<file path="src/rtl/stopwatch_ctrl.sv">
// Stopwatch controller: synchronized/debounced buttons driving an IDLE/RUN/PAUSE(/LAP) FSM.
// The LAP state and lap register exist only when STOPWATCH_LAP_EN is defined.

module stopwatch_debounce #(
    parameter int CYCLES = 1000000
) (
    input  logic clk,
    input  logic rst,
    input  logic btn_raw,
    output logic evt
);
    localparam int CW = $clog2(CYCLES + 1);
    localparam logic [CW-1:0] LAST = CW'(CYCLES - 1);

    logic [1:0]    sync_q, sync_d;
    logic [CW-1:0] cnt_q, cnt_d;
    logic          level_q, level_d;
    logic          blocked_q, blocked_d;
    logic          evt_q, evt_d;
    logic          sample;

    assign sample = sync_q[1];

    // After reset the button must be seen released for a full debounce window
    // before any press is accepted, so a button held through reset stays silent.
    always_comb begin
        sync_d    = {sync_q[0], btn_raw};
        cnt_d     = '0;
        level_d   = level_q;
        blocked_d = blocked_q;
        evt_d     = 1'b0;
        if (blocked_q) begin
            if (!sample) begin
                if (cnt_q == LAST) blocked_d = 1'b0;
                else               cnt_d = cnt_q + CW'(1);
            end
        end else if (sample != level_q) begin
            if (cnt_q == LAST) begin
                level_d = sample;
                evt_d   = sample;
            end else begin
                cnt_d = cnt_q + CW'(1);
            end
        end
    end

    always_ff @(posedge clk) begin
        if (rst) begin
            sync_q    <= '0;
            cnt_q     <= '0;
            level_q   <= 1'b0;
            blocked_q <= 1'b1;
            evt_q     <= 1'b0;
        end else begin
            sync_q    <= sync_d;
            cnt_q     <= cnt_d;
            level_q   <= level_d;
            blocked_q <= blocked_d;
            evt_q     <= evt_d;
        end
    end

    assign evt = evt_q;
endmodule

module stopwatch_ctrl #(
    parameter int          DEBOUNCE_CYCLES = 1000000,
    parameter logic [7:0]  STOP_AT         = 8'h99
) (
    input  logic       clk,
    input  logic       init_regs,
    input  logic       btn_start,
    input  logic       btn_lap,
    input  logic       btn_clear,
    input  logic [7:0] time_reading,
    output logic       count_enabled,
    output logic       counter_clear,
    output logic [7:0] display_value,
    output logic       led_running
);
`ifdef STOPWATCH_LAP_EN
    typedef enum logic [1:0] {S_IDLE, S_RUN, S_PAUSE, S_LAP} state_t;
`else
    typedef enum logic [1:0] {S_IDLE, S_RUN, S_PAUSE} state_t;
`endif

    logic [2:0] btn_raw, evt;
    logic       start_evt, clear_evt;

    assign btn_raw   = {btn_lap, btn_clear, btn_start};
    assign start_evt = evt[0];
    assign clear_evt = evt[1];

    stopwatch_debounce #(.CYCLES(DEBOUNCE_CYCLES)) u_db [2:0] (
        .clk     (clk),
        .rst     (init_regs),
        .btn_raw (btn_raw),
        .evt     (evt)
    );

    state_t     state_q, state_d;
    logic       run_q, running_d;
    logic       clr_q, clr_d;
    logic [7:0] disp_q, disp_d;
    logic       active;

`ifdef STOPWATCH_LAP_EN
    logic       lap_evt;
    logic [7:0] lap_q, lap_d;
    assign lap_evt = evt[2];
    assign active  = (state_q == S_RUN) || (state_q == S_LAP);
`else
    logic unused_lap_evt;
    assign unused_lap_evt = evt[2];
    assign active         = (state_q == S_RUN);
`endif

    // Clear only matters in PAUSE, where it is checked ahead of start.
    always_comb begin
        state_d = state_q;
        clr_d   = 1'b0;
`ifdef STOPWATCH_LAP_EN
        lap_d   = lap_q;
`endif
        case (state_q)
            S_IDLE:  if (start_evt) state_d = S_RUN;
            S_RUN: begin
                if (start_evt) state_d = S_PAUSE;
`ifdef STOPWATCH_LAP_EN
                else if (lap_evt) begin
                    state_d = S_LAP;
                    lap_d   = time_reading;
                end
`endif
            end
            S_PAUSE: begin
                if (clear_evt) begin
                    state_d = S_IDLE;
                    clr_d   = 1'b1;
                end else if (start_evt) begin
                    state_d = S_RUN;
                end
            end
`ifdef STOPWATCH_LAP_EN
            S_LAP: begin
                if (start_evt)    state_d = S_PAUSE;
                else if (lap_evt) state_d = S_RUN;
            end
`endif
            default: state_d = S_IDLE;
        endcase

        if (active && time_reading == STOP_AT) begin
            state_d = S_PAUSE;
`ifdef STOPWATCH_LAP_EN
            lap_d   = lap_q;
`endif
        end

`ifdef STOPWATCH_LAP_EN
        running_d = (state_d == S_RUN) || (state_d == S_LAP);
        disp_d    = (state_d == S_LAP) ? lap_d : time_reading;
`else
        running_d = (state_d == S_RUN);
        disp_d    = time_reading;
`endif
    end

    always_ff @(posedge clk) begin
        if (init_regs) begin
            state_q <= S_IDLE;
            run_q   <= 1'b0;
            clr_q   <= 1'b1;
            disp_q  <= 8'h00;
`ifdef STOPWATCH_LAP_EN
            lap_q   <= 8'h00;
`endif
        end else begin
            state_q <= state_d;
            run_q   <= running_d;
            clr_q   <= clr_d;
            disp_q  <= disp_d;
`ifdef STOPWATCH_LAP_EN
            lap_q   <= lap_d;
`endif
        end
    end

    assign count_enabled = run_q;
    assign led_running   = run_q;
    assign counter_clear = clr_q;
    assign display_value = disp_q;
endmodule

</file>
<file path="config.mk">
export PLATFORM = sky130hd
export DESIGN_NAME = stopwatch_ctrl
export DESIGN_NICKNAME = d
export VERILOG_FILES = /design/src/rtl/stopwatch_ctrl.sv
export SDC_FILE = /design/constraint.sdc
export NUM_CORES = 1
export LEC_CHECK = 0
export BUFFER_PORTS_ARGS = -buffer_cell sky130_fd_sc_hd__buf_2
export CAP_MARGIN = 20
export CORE_ASPECT_RATIO = 1.2
export CORE_MARGIN = 2
export CORE_UTILIZATION = 62
export DETAILED_ROUTE_END_ITERATION = 8
export PLACE_DENSITY = 0.81
export SLEW_MARGIN = 20
export SYNTH_ARGS = -nofsm -noshare
export SYNTH_HDL_FRONTEND = slang
export SYNTH_SLANG_ARGS = --single-unit
</file>
<file path="constraint.sdc">
create_clock -name clk -period 4.1 [get_ports clk]
set_clock_uncertainty 0.1 [all_clocks]
set_input_delay 0.41 -clock clk [delete_from_list [all_inputs] [get_ports clk]]
set_output_delay 0.41 -clock clk [all_outputs]
set_load 0.02 [all_outputs]
</file>
## Word level (Yosys, flattened, before mapping)

Index checks and enable logic that the tools add are counted.

- Register bits: 62
- Input port bits: 13
- Output and inout bits: 11
- Word-level logic and storage cells: 57

- $add $sub $neg: 2
- Equal/unequal tests: 8
- Multiplexer cells: 21
- Bitwise operators: 6
- Reduce and logical (&&, ||, !) cells: 6

Operator list:

| cell | count |
|---|---|
| $mux 20 | 8 |
| $add 20x1->20 const B | 2 |
| $eq 20x20->1 const B | 2 |
| $eq 8x8->1 const B | 1 |
| $mux 1 | 8 |
| $mux 2 | 4 |
| $reduce_or 4->1 | 2 |
| $not 1->1 | 6 |
| $pmux 2 s3 | 1 |
| $reduce_and 3->1 | 2 |
| $eq 2x1->1 const B | 2 |
| $eq 2x2->1 const B | 1 |
| $logic_not 2->1 | 1 |
| $ne 1x1->1 | 2 |
| $logic_and 1x1->1 | 1 |

## Depth between registers and ports, before layout

Gate-level depths: netlist of the first run.

- Word-level depth: 5
- Mapped depth: 7
- Mapped depth without buffers: 5

## Cells and area by module

From an unflattened synthesis of the first run, not the netlist that was laid out.

- Cells, all modules: 285
- Area total of the unflattened synthesis: 2663.8 um2

By module, submodules not included:

| module | instances | cells each | area each (um2) | seq. area each (um2) |
|---|---|---|---|---|
| stopwatch_debounce | 2 | 125 | 1129.8 | 500.5 |
| stopwatch_ctrl | 1 | 35 | 404.1 | 240.2 |

## Worst setup path before layout of the first run

No wires, ideal clock.

- Kind: flip-flop to flip-flop
- Start: register u_db[1].cnt_q[11]
- End: register u_db[1].level_q
- Setup time: 0.070 ns
- Arrival time: 1.934 ns
- Required time: 3.930 ns
- Slack: 1.996 ns
- Stages on the path, launching flop included: 5
- Path buffers: 0
- Period minus slack after synthesis: 2.104 ns
- Path through: dfxtp_1 > or4b_1 > or4_4 > or4b_1 > a21oi_1

- Cells in the longest elaborated chain, start to end: 2

RTL lines:

| item | line | RTL |
|---|---|---|
| start: declaration | 16 | `logic [CW-1:0] cnt_q, cnt_d;` |
| start signal: assignment | 56 | `cnt_q <= cnt_d;` |
| $eq 20x20->1 | 38 | `if (cnt_q == LAST) begin` |
| $reduce_and 3->1 (no line) | - |  |
| end signal: assignment | 57 | `level_q <= level_d;` |
| end: declaration | 17 | `logic level_q, level_d;` |

No other way between the ends.
A chain may end at the register's enable or synchronous reset.

## Worst setup path after layout of the first run

Ends and elaborated chain as after synthesis.

==> results.cfg, run 1 <==
[run_status]
status = finished, final reports clean

[worst_setup_path]
worst_setup_path_end_kind = flip-flop
critPathLaunch = u_db[1].cnt_q[11]
cp_data_required_time_ps = 4270
arrival_ps = 2420
crit_type = flip-flop to flip-flop
cp_max_fo = 6
start_kind = flip-flop
r2r-start = u_db[1].cnt_q[11]

[sta]
setup_ws_ps = 1851
worstMarginPinSlew_ps = 599.7
setup_violations = 0
maxSlewHeadroom_pct = 59.65
min_period_ps = 2249
drv_slew = 0
finalCritPeriodShare_pct = 54.87
tns_ps = 0
hold_violations = 0
rsz0062_at_grt = no
fmax_mhz = 444.5

[synth]
synthArstFlopShare_pct = 0
syn-cell-area_um2 = 2527
synth_warnings = 0
yosys-top-cells-area = dfxtp_1 (49%), xor2_1 (6.6%), nor2_1 (4.6%), nand4_1 (4.2%), nor2b_1 (3.5%)
ys_types = 36
synth.avg_cell_area_um2 = 9.292
synth_edf_count = 0
yosys.area.top_type_share_pct = 49.11
synth_area_leader_cell = dfxtp_1
netlist_instances = 272
ys_ff_latch = 62
syn_nets = 287
yosysSeqAreaShare_pct = 49.11
synthFlopType = dfxtp_1

[flow_run]
drv_cap = 0

[cts]
clock_sinks = 62
htreeDepth = 3
clock_latency_ps = 340
root_buffer = clkbuf_8
postCtsSetupBuffers = 0
cts_buffer_depth = 2
cts_tree = done
clk_pin_slew_ps = 70
cts_repair_resize_count = 0
ctsHoldBuffers = 0
cts_buffers = 9

[global_routing]
grt_util_all_layers_pct = 21.21
grt_pass1_vias = 1845
antenna_found_initial = 0
grt_max_degree = 25
grt_pass1_wl_um = 7734
grt_overflow = 0

[drt]
wl_met2_um = 2144
antenna_left = 0
wl_per_cell_um = 12.27
vias = 1955
wl_met1_um = 2016
met3_length_um = 126
avgViaCountPerCell = 5.492
drtIter0Drc = 116
drtPass1Iterations = 5
routed_wl_um = 4369
highest_layer = met4
drc = 0

[final_layout]
final_core_util_pct = 72.92
nets = 312
multi_input_area_um2 = 1222
drive_above_1_share_pct = 15.89
regArea_um2 = 1241
synthToLayoutAreaGrowth_pct = 13.71
n_antenna_cell = 0
num-fill-cells = 334
instances_no_fill = 356

[place]
hpwlAfterDp_um = 3012
port_buffers = 22
preCtsSetupSlack_ps = 1877
dp_cells = 340
place.gp.congestion = 0.7655

[floorplan]
die_x_um = 62.29
die_y_um = 73.94
start_util_pct = 64.13
ios = 24
die-area_um2 = 4605
design.core.area_um2 = 3941
rows = 25

[power_and_ir_drop]
ir_worst_vdd_mv = 0.3055
leakage_nw = 1.073
power_density_nw_per_um2 = 413.9

[min_path]
hold_path_class = input pin to flip-flop
min-delay-start = btn_clear
[state kept, by name, indices dropped and copies added (netlist names)]
name / count
count_enabled: 1
counter_clear: 1
display_value: 8
state_q: 2
u_db.blocked_q: 2
u_db.cnt_q: 40
u_db.evt: 2
u_db.level_q: 2
u_db.sync_q: 4
[layout make-up]
type                    instances  area share, %
flip-flops and latches         62          43.19
repair buffers                 24          4.353
well taps                      54          2.351
multi-input cells             195          42.53
inverters                       5         0.6530
clock buffers                  10          4.789
clock inverters                 6          2.133
[per-layer routing]
layer	vias to the layer above	global-route usage, %
li1	1030	-
met1	893	23.15
met2	23	37.80
met3	9	7.413
met4	0	9.877
met5	-	0
[Yosys cell counts, types with 4 or more instances]
library cell,count
a21oi_1,16
and3_1,8
and4_1,4
clkbuf_1,6
dfxtp_1,62
inv_1,5
nand2_1,12
nand3_1,11
nand4_1,17
nor2_1,31
nor2b_1,14
nor3_1,6
o21ai_0,5
o31ai_1,8
or3_1,5
or4_1,6
or4b_1,4
xnor2_1,5
xor2_1,19
[metrics by stage]
step                      total power [mW]  hold slack (ps)  instance area (um^2)
after floorplan                     0.6614            313.8                  2527
after global placement              0.6760            321.7                  2675
after detailed placement            0.6775            327.2                  2675
after CTS                            1.202            172.0                  2874
after global routing                 1.232            190.3                  2874
final                                1.190            182.9                  2874
[power breakdown]
| group | switching [mW] | total [mW] | internal [mW] |
|---|---|---|---|
| combinational | 0.0256 | 0.0440 | 0.0183 |
| sequential | 0.00611 | 0.620 | 0.613 |
| clock | 0.232 | 0.526 | 0.295 |
| total | 0.263 | 1.19 | 0.926 |
[critical path: stages (launching register included)]
cell and delay [ps]:
dfxtp_1 370, or4b_1 560, or4_4 540, or4b_1 480, a21oi_1 140
[placed cells by master, fill, tap and decap left out, types with 2 or more instances in the layout]
cell type | Yosys | final
a21oi_1 | 16 | 16
a31o_2 | 2 | 2
and3_1 | 8 | 8
and4_1 | 4 | 4
buf_2 | 3 | 22
buf_4 | 1 | 2
clkbuf_8 | 0 | 10
clkinv_2 | 0 | 3
dfxtp_1 | 62 | 62
ha_1 | 2 | 2
inv_1 | 5 | 5
nand2_1 | 12 | 12
nand2b_1 | 3 | 3
nand3_1 | 11 | 11
nand4_1 | 17 | 17
nor2_1 | 31 | 31
nor2b_1 | 14 | 14
nor3_1 | 6 | 6
nor4bb_1 | 2 | 2
o21a_1 | 2 | 2
o21ai_0 | 5 | 5
o21ai_1 | 2 | 2
o31ai_1 | 8 | 8
or3_1 | 5 | 5
or4_1 | 6 | 6
or4_4 | 2 | 2
or4b_1 | 4 | 4
or4b_2 | 2 | 2
xnor2_1 | 5 | 5
xor2_1 | 19 | 19
[logic make-up (layout without fill, tap and decap cells)]
logic type      after synthesis  after routing  share of synthesized area [%]
compound gates               36             36                          8.614
xor+xnor                     24             24                          8.317
fa+ha+maj                     2              2                         0.9899
buf+inv                      15             45                          2.525
flops                        62             62                          49.11
mux                           1              1                         0.4455
simple gates                132            132                          30.00
[worst paths after layout]
path,end,slack (ps),cells past startpoint
max,u_db[1].level_q,1850,4
max reg2reg,u_db[1].level_q,1850,4
min,u_db[1].sync_q[0],180,2
min reg2reg,u_db[0].sync_q[1],340,1
(Power assumes the default switching activity.)
==> run 2, diff against run 1 <==
--- a/config.mk
+++ b/config.mk
@@ -9,9 +9,9 @@
 export CAP_MARGIN = 20
 export CORE_ASPECT_RATIO = 1.2
 export CORE_MARGIN = 2
-export CORE_UTILIZATION = 62
+export CORE_UTILIZATION = 52
 export DETAILED_ROUTE_END_ITERATION = 8
-export PLACE_DENSITY = 0.81
+export PLACE_DENSITY = 0.72
 export SLEW_MARGIN = 20
 export SYNTH_ARGS = -nofsm -noshare
 export SYNTH_HDL_FRONTEND = slang
==> constraint.sdc (replaced) <==
create_clock -name clk -period 1.9 [get_ports clk]
set_clock_uncertainty 0.1 [all_clocks]
set_input_delay 0.19 -clock clk [delete_from_list [all_inputs] [get_ports clk]]
set_output_delay 0.19 -clock clk [all_outputs]
set_load 0.02 [all_outputs]
==> run 2 against run 1 <==
The run now ends with negative setup slack left. Combinational power increased to 2.9 times the previous value. Sequential power grew 120%. Total power rose by 130%. Die area up 18%. Clock power increased to 2.5 times the previous value. Design area rose by 17%. Non-clock buffer count increased by 49. Critical path depth unchanged. Worst setup slack lost 2100 ps. Wire length up 22%. Core utilization fell by 0.20 points. Critical path type unchanged. Largest power group unchanged. Highest routed layer unchanged.
==> results.cfg, run 2 (synthesized netlist as in run 1, its figures left out) <==
[place]
port_buffers = 22
dp_cells = 383
place.gp.congestion = 0.7974
hpwlAfterDp_um = 3367

[sta]
min_period_ps = 2136
finalCritPeriodShare_pct = 112.4
hold_violations = 0
setup_ws_ps = -235.5
rsz0062_at_grt = yes
whs_ps = 153.0
maxSlewHeadroom_pct = 73.62
drv_slew = 0
fmax_mhz = 468.3
setup_violations = 44
worstMarginPinSlew_ps = 395.7

[drt]
vias = 2212
drtIter0Drc = 92
drtPass1Iterations = 4
antenna_left = 0
drc = 0
routed_wl_um = 5350
avgViaCountPerCell = 5.408
wl_per_cell_um = 13.08

[final_layout]
regMostFlops = u_db.cnt_q
largest_reg_flops = 40
final_cell_mix = dfxtp_1 (62), buf_4 (38), nor2_1 (31)
regArea_um2 = 1241
final_core_util_pct = 72.72
num-fill-cells = 347
layout_commonest_cell = dfxtp_1
nets = 361
instances_no_fill = 409
multi_input_area_um2 = 1264
drive_above_1_share_pct = 26.50
n_antenna_cell = 0
synthToLayoutAreaGrowth_pct = 33.17

[cts]
root_buffer = clkbuf_8
cts_tree = done
htreeDepth = 3
cts_buffer_depth = 2
clock_latency_ps = 340
clk_pin_slew_ps = 80
clock_sinks = 62
cts_buffers = 9
postCtsSetupBuffers = 0

[worst_setup_path]
worst_setup_path_end_kind = flip-flop
critPathTopFamily = simple AND/OR/NAND/NOR gates
cp_slowest_cell = or4_4
arrival_ps = 2310
start_kind = flip-flop
max_stage_delay_ps = 540
cp_common_cell = or4_4
cp_data_required_time_ps = 2080
crit_chain = or4_4 > or4_4 > or4b_4 > a21oi_2
critPathBufInv = 0
crit_type = flip-flop to flip-flop
cp_max_fo = 3

[floorplan]
die-area_um2 = 5436
die_x_um = 67.64
design.core.area_um2 = 4628
start_util_pct = 54.61
rows = 27
die_y_um = 80.37
ios = 24

[flow_run]
drv_cap = 0

[global_routing]
grt_overflow = 0
grt_pass1_vias = 2097
grt_max_degree = 25
grt_pass1_wl_um = 8935
antenna_found_initial = 0
grt_util_all_layers_pct = 21.78

[min_path]
hold_path_class = input pin to flip-flop

[power_and_ir_drop]
p_total_mw = 2.784
power_density_nw_per_um2 = 827.1
ir_worst_vdd_mv = 0.6710
leakage_nw = 1.344

[run_status]
status = finished with violations
violations = negative setup slack
==> run 2: per-layer routing <==
layer / up-vias / track usage [%] / wire length, um
li1: 1129 / - / -
met1: 1028 / 24.91 / 2361
met2: 44 / 36.57 / 2693
met3: 11 / 6.863 / 170
met4: 0 / 9.388 / 125
met5: - / 0 / 0
==> run 2: path summary, 6_finish.rpt <==
| path | slack (ps) | startpoint | end | depth (start not counted) |
|---|---|---|---|---|
| max | -240 | u_db[0].cnt_q[13] | u_db[0].level_q | 4 |
| max reg2reg | -240 | u_db[0].cnt_q[13] | u_db[0].level_q | 4 |
| min | 150 | init_regs | display_value[1] | 2 |
| min reg2reg | 370 | u_db[1].cnt_q[0] | u_db[1].cnt_q[0] | 1 |
==> run 2: where the power goes <==
group | switching [mW] | internal, mW | leakage (nW)
Combinational | 0.0650 | 0.0639 | 0.727
Sequential | 0.0124 | 1.32 | 0.504
Clock | 0.537 | 0.783 | 0.113
Total | 0.614 | 2.17 | 1.34
==> run 2: area by class of cell <==
class / instances / share of cell area, %
Multi-Input combinational cell: 195 / 37.55
Clock buffer: 10 / 4.089
Inverter: 5 / 0.5576
Clock inverter: 6 / 2.788
Tap cell: 58 / 2.156
Sequential cell: 62 / 36.88
Timing Repair Buffer: 73 / 15.99
==> run 2: repair_timing <==
item,4_1_cts,5_1_grt
resized for setup,3,6
hold buffers,10,0
endpoints found under the hold margin,10,0
pin swaps,2,1
setup endpoints to repair,44,44
==> run 2: through the flow <==
| stage | area, um^2 | setup WS [ps] | setup TNS (ps) |
|---|---|---|---|
| after floorplan | 2542 | -199.1 | -1026 |
| after global placement | 2989 | -188.2 | -4195 |
| after detailed placement | 2989 | -227.0 | -5236 |
| after CTS | 3337 | -220.9 | -4969 |
| after global routing | 3366 | -271.2 | -7142 |
| final | 3366 | -235.5 | -5398 |
==> run 3, diff against run 2 <==
--- a/config.mk
+++ b/config.mk
@@ -5,7 +5,7 @@
 export SDC_FILE = /design/constraint.sdc
 export NUM_CORES = 1
 export LEC_CHECK = 0
-export BUFFER_PORTS_ARGS = -buffer_cell sky130_fd_sc_hd__buf_2
+export BUFFER_PORTS_ARGS = -buffer_cell sky130_fd_sc_hd__buf_4
 export CAP_MARGIN = 20
 export CORE_ASPECT_RATIO = 1.2
 export CORE_MARGIN = 2
==> constraint.sdc (replaced) <==
create_clock -name clk -period 1.9 [get_ports clk]
set_clock_uncertainty 0.1 [all_clocks]
set_input_delay 0.285 -clock clk [delete_from_list [all_inputs] [get_ports clk]]
set_output_delay 0.285 -clock clk [all_outputs]
set_load 0.02 [all_outputs]
==> run 3 against run 2 <==
The flow still finishes with violations (negative setup slack). Worst setup slack better by 31 ps. Count of clock-buffer cells in the layout rose by 3. Maximum frequency is 1.5% higher.
==> results.cfg, run 3 (synthesized netlist as in run 1, its figures left out) <==
[worst_setup_path]
arrival_ps = 2280
cp_max_fo = 3
crit_type = flip-flop to flip-flop
worst_setup_path_end_kind = flip-flop
cp_data_required_time_ps = 2080
start_kind = flip-flop

[cts]
htreeDepth = 3
cts_buffer_depth = 2
cts_tree = done
clock_latency_ps = 340
clk_pin_slew_ps = 70
cts_buffers = 9
root_buffer = clkbuf_8
clock_sinks = 62
ctsHoldBuffers = 0

[drt]
drtPass1Iterations = 4
drc = 0
wl_met1_um = 2231
drtIter0Drc = 84
wl_per_cell_um = 12.30
highest_layer = met4
wl_met2_um = 2353
antenna_left = 0
vias = 2125
routed_wl_um = 4871
met3_length_um = 162
avgViaCountPerCell = 5.366

[floorplan]
start_util_pct = 54.61
rows = 27
die-area_um2 = 5436
ios = 24
die_x_um = 67.64
die_y_um = 80.37
design.core.area_um2 = 4628

[final_layout]
final_core_util_pct = 70.69
regMostFlops = u_db.cnt_q
largest_reg_flops = 40
final_cell_mix = dfxtp_1 (62), buf_4 (57), nor2_1 (31)
nets = 348
n_antenna_cell = 0
drive_above_1_share_pct = 25.74
instances_no_fill = 396
synthToLayoutAreaGrowth_pct = 29.46
layout_commonest_cell = dfxtp_1
final_area_um2 = 3272

[global_routing]
antenna_found_initial = 0
grt_pass1_vias = 1983
grt_pass1_wl_um = 8355
grt_max_degree = 25
grt_util_all_layers_pct = 20.46
grt_overflow = 0

[place]
port_buffers = 22
preCtsSetupSlack_ps = -212.8
hpwlAfterDp_um = 3365
dp_cells = 379
dpl-instance-area_um2 = 3014
place.gp.congestion = 0.7986

[sta]
setup_violations = 44
whs_ps = 61.10
setup_ws_ps = -204.5
min_period_ps = 2104
worstMarginPinSlew_ps = 346.7
drv_slew = 0
rsz0062_at_grt = yes
fmax_mhz = 475.2
finalCritPeriodShare_pct = 110.8
hold_violations = 0
maxSlewHeadroom_pct = 76.71

[power_and_ir_drop]
leakage_nw = 1.286
power_density_nw_per_um2 = 799.5
ir_worst_vdd_mv = 0.6501

[min_path]
hold_path_class = input pin to flip-flop

[run_status]
status = finished with violations
violations = negative setup slack

[flow_run]
drv_cap = 0
## run 3: cell type report
type,instances,area (um^2)
fill,379,1356
multi-input combinational,195,1267
sequential,62,1241
timing repair buffer,60,470.5
clock buffer,13,158.9
tap,58,72.57
clock inverter,3,42.54
inverter,5,18.77
## run 3: worst max-delay path, cell delays in order (launching register included)
cell and delay [ps]:
dfxtp_1 310, or4b_1 510, or4_4 530, or4b_1 470
a21oi_1 120
## run 3: metrics by stage
step	TNS, ps	power, mW
4_1_cts	-5022	2.646
5_1_grt	-9468	2.716
2_1_floorplan	-1026	1.431
6_report	-6457	2.616
3_5_place_dp	-4859	1.485
3_3_place_gp	-4237	1.482
## run 3: per-layer routing
metal	global-route usage, %	up-vias
met4	11.02	0
met1	24.41	991
met2	32.35	24
met3	6.162	12
met5	0	-
li1	-	1098
## run 3: final timing paths
check	endpoint	from	slack, ps	depth (start not counted)
max reg2reg	u_db[0].level_q	u_db[0].cnt_q[15]	-200	4
max	u_db[0].level_q	u_db[0].cnt_q[15]	-200	4
min	display_value[7]	time_reading[7]	60	2
min reg2reg	u_db[0].sync_q[1]	u_db[0].sync_q[0]	350	1
## run 3: power breakdown
part	internal (mW)	switching (mW)	total (mW)
sequential	1.32	0.0137	1.34
clock	0.676	0.479	1.16
combinational	0.0628	0.0602	0.123
## run 3: timing repair
item / 4_1_cts / 5_1_grt
buffers inserted: 0 / 1
pin swaps: 2 / 0
endpoints found under the setup margin: 44 / 44
resized for setup: 4 / 5
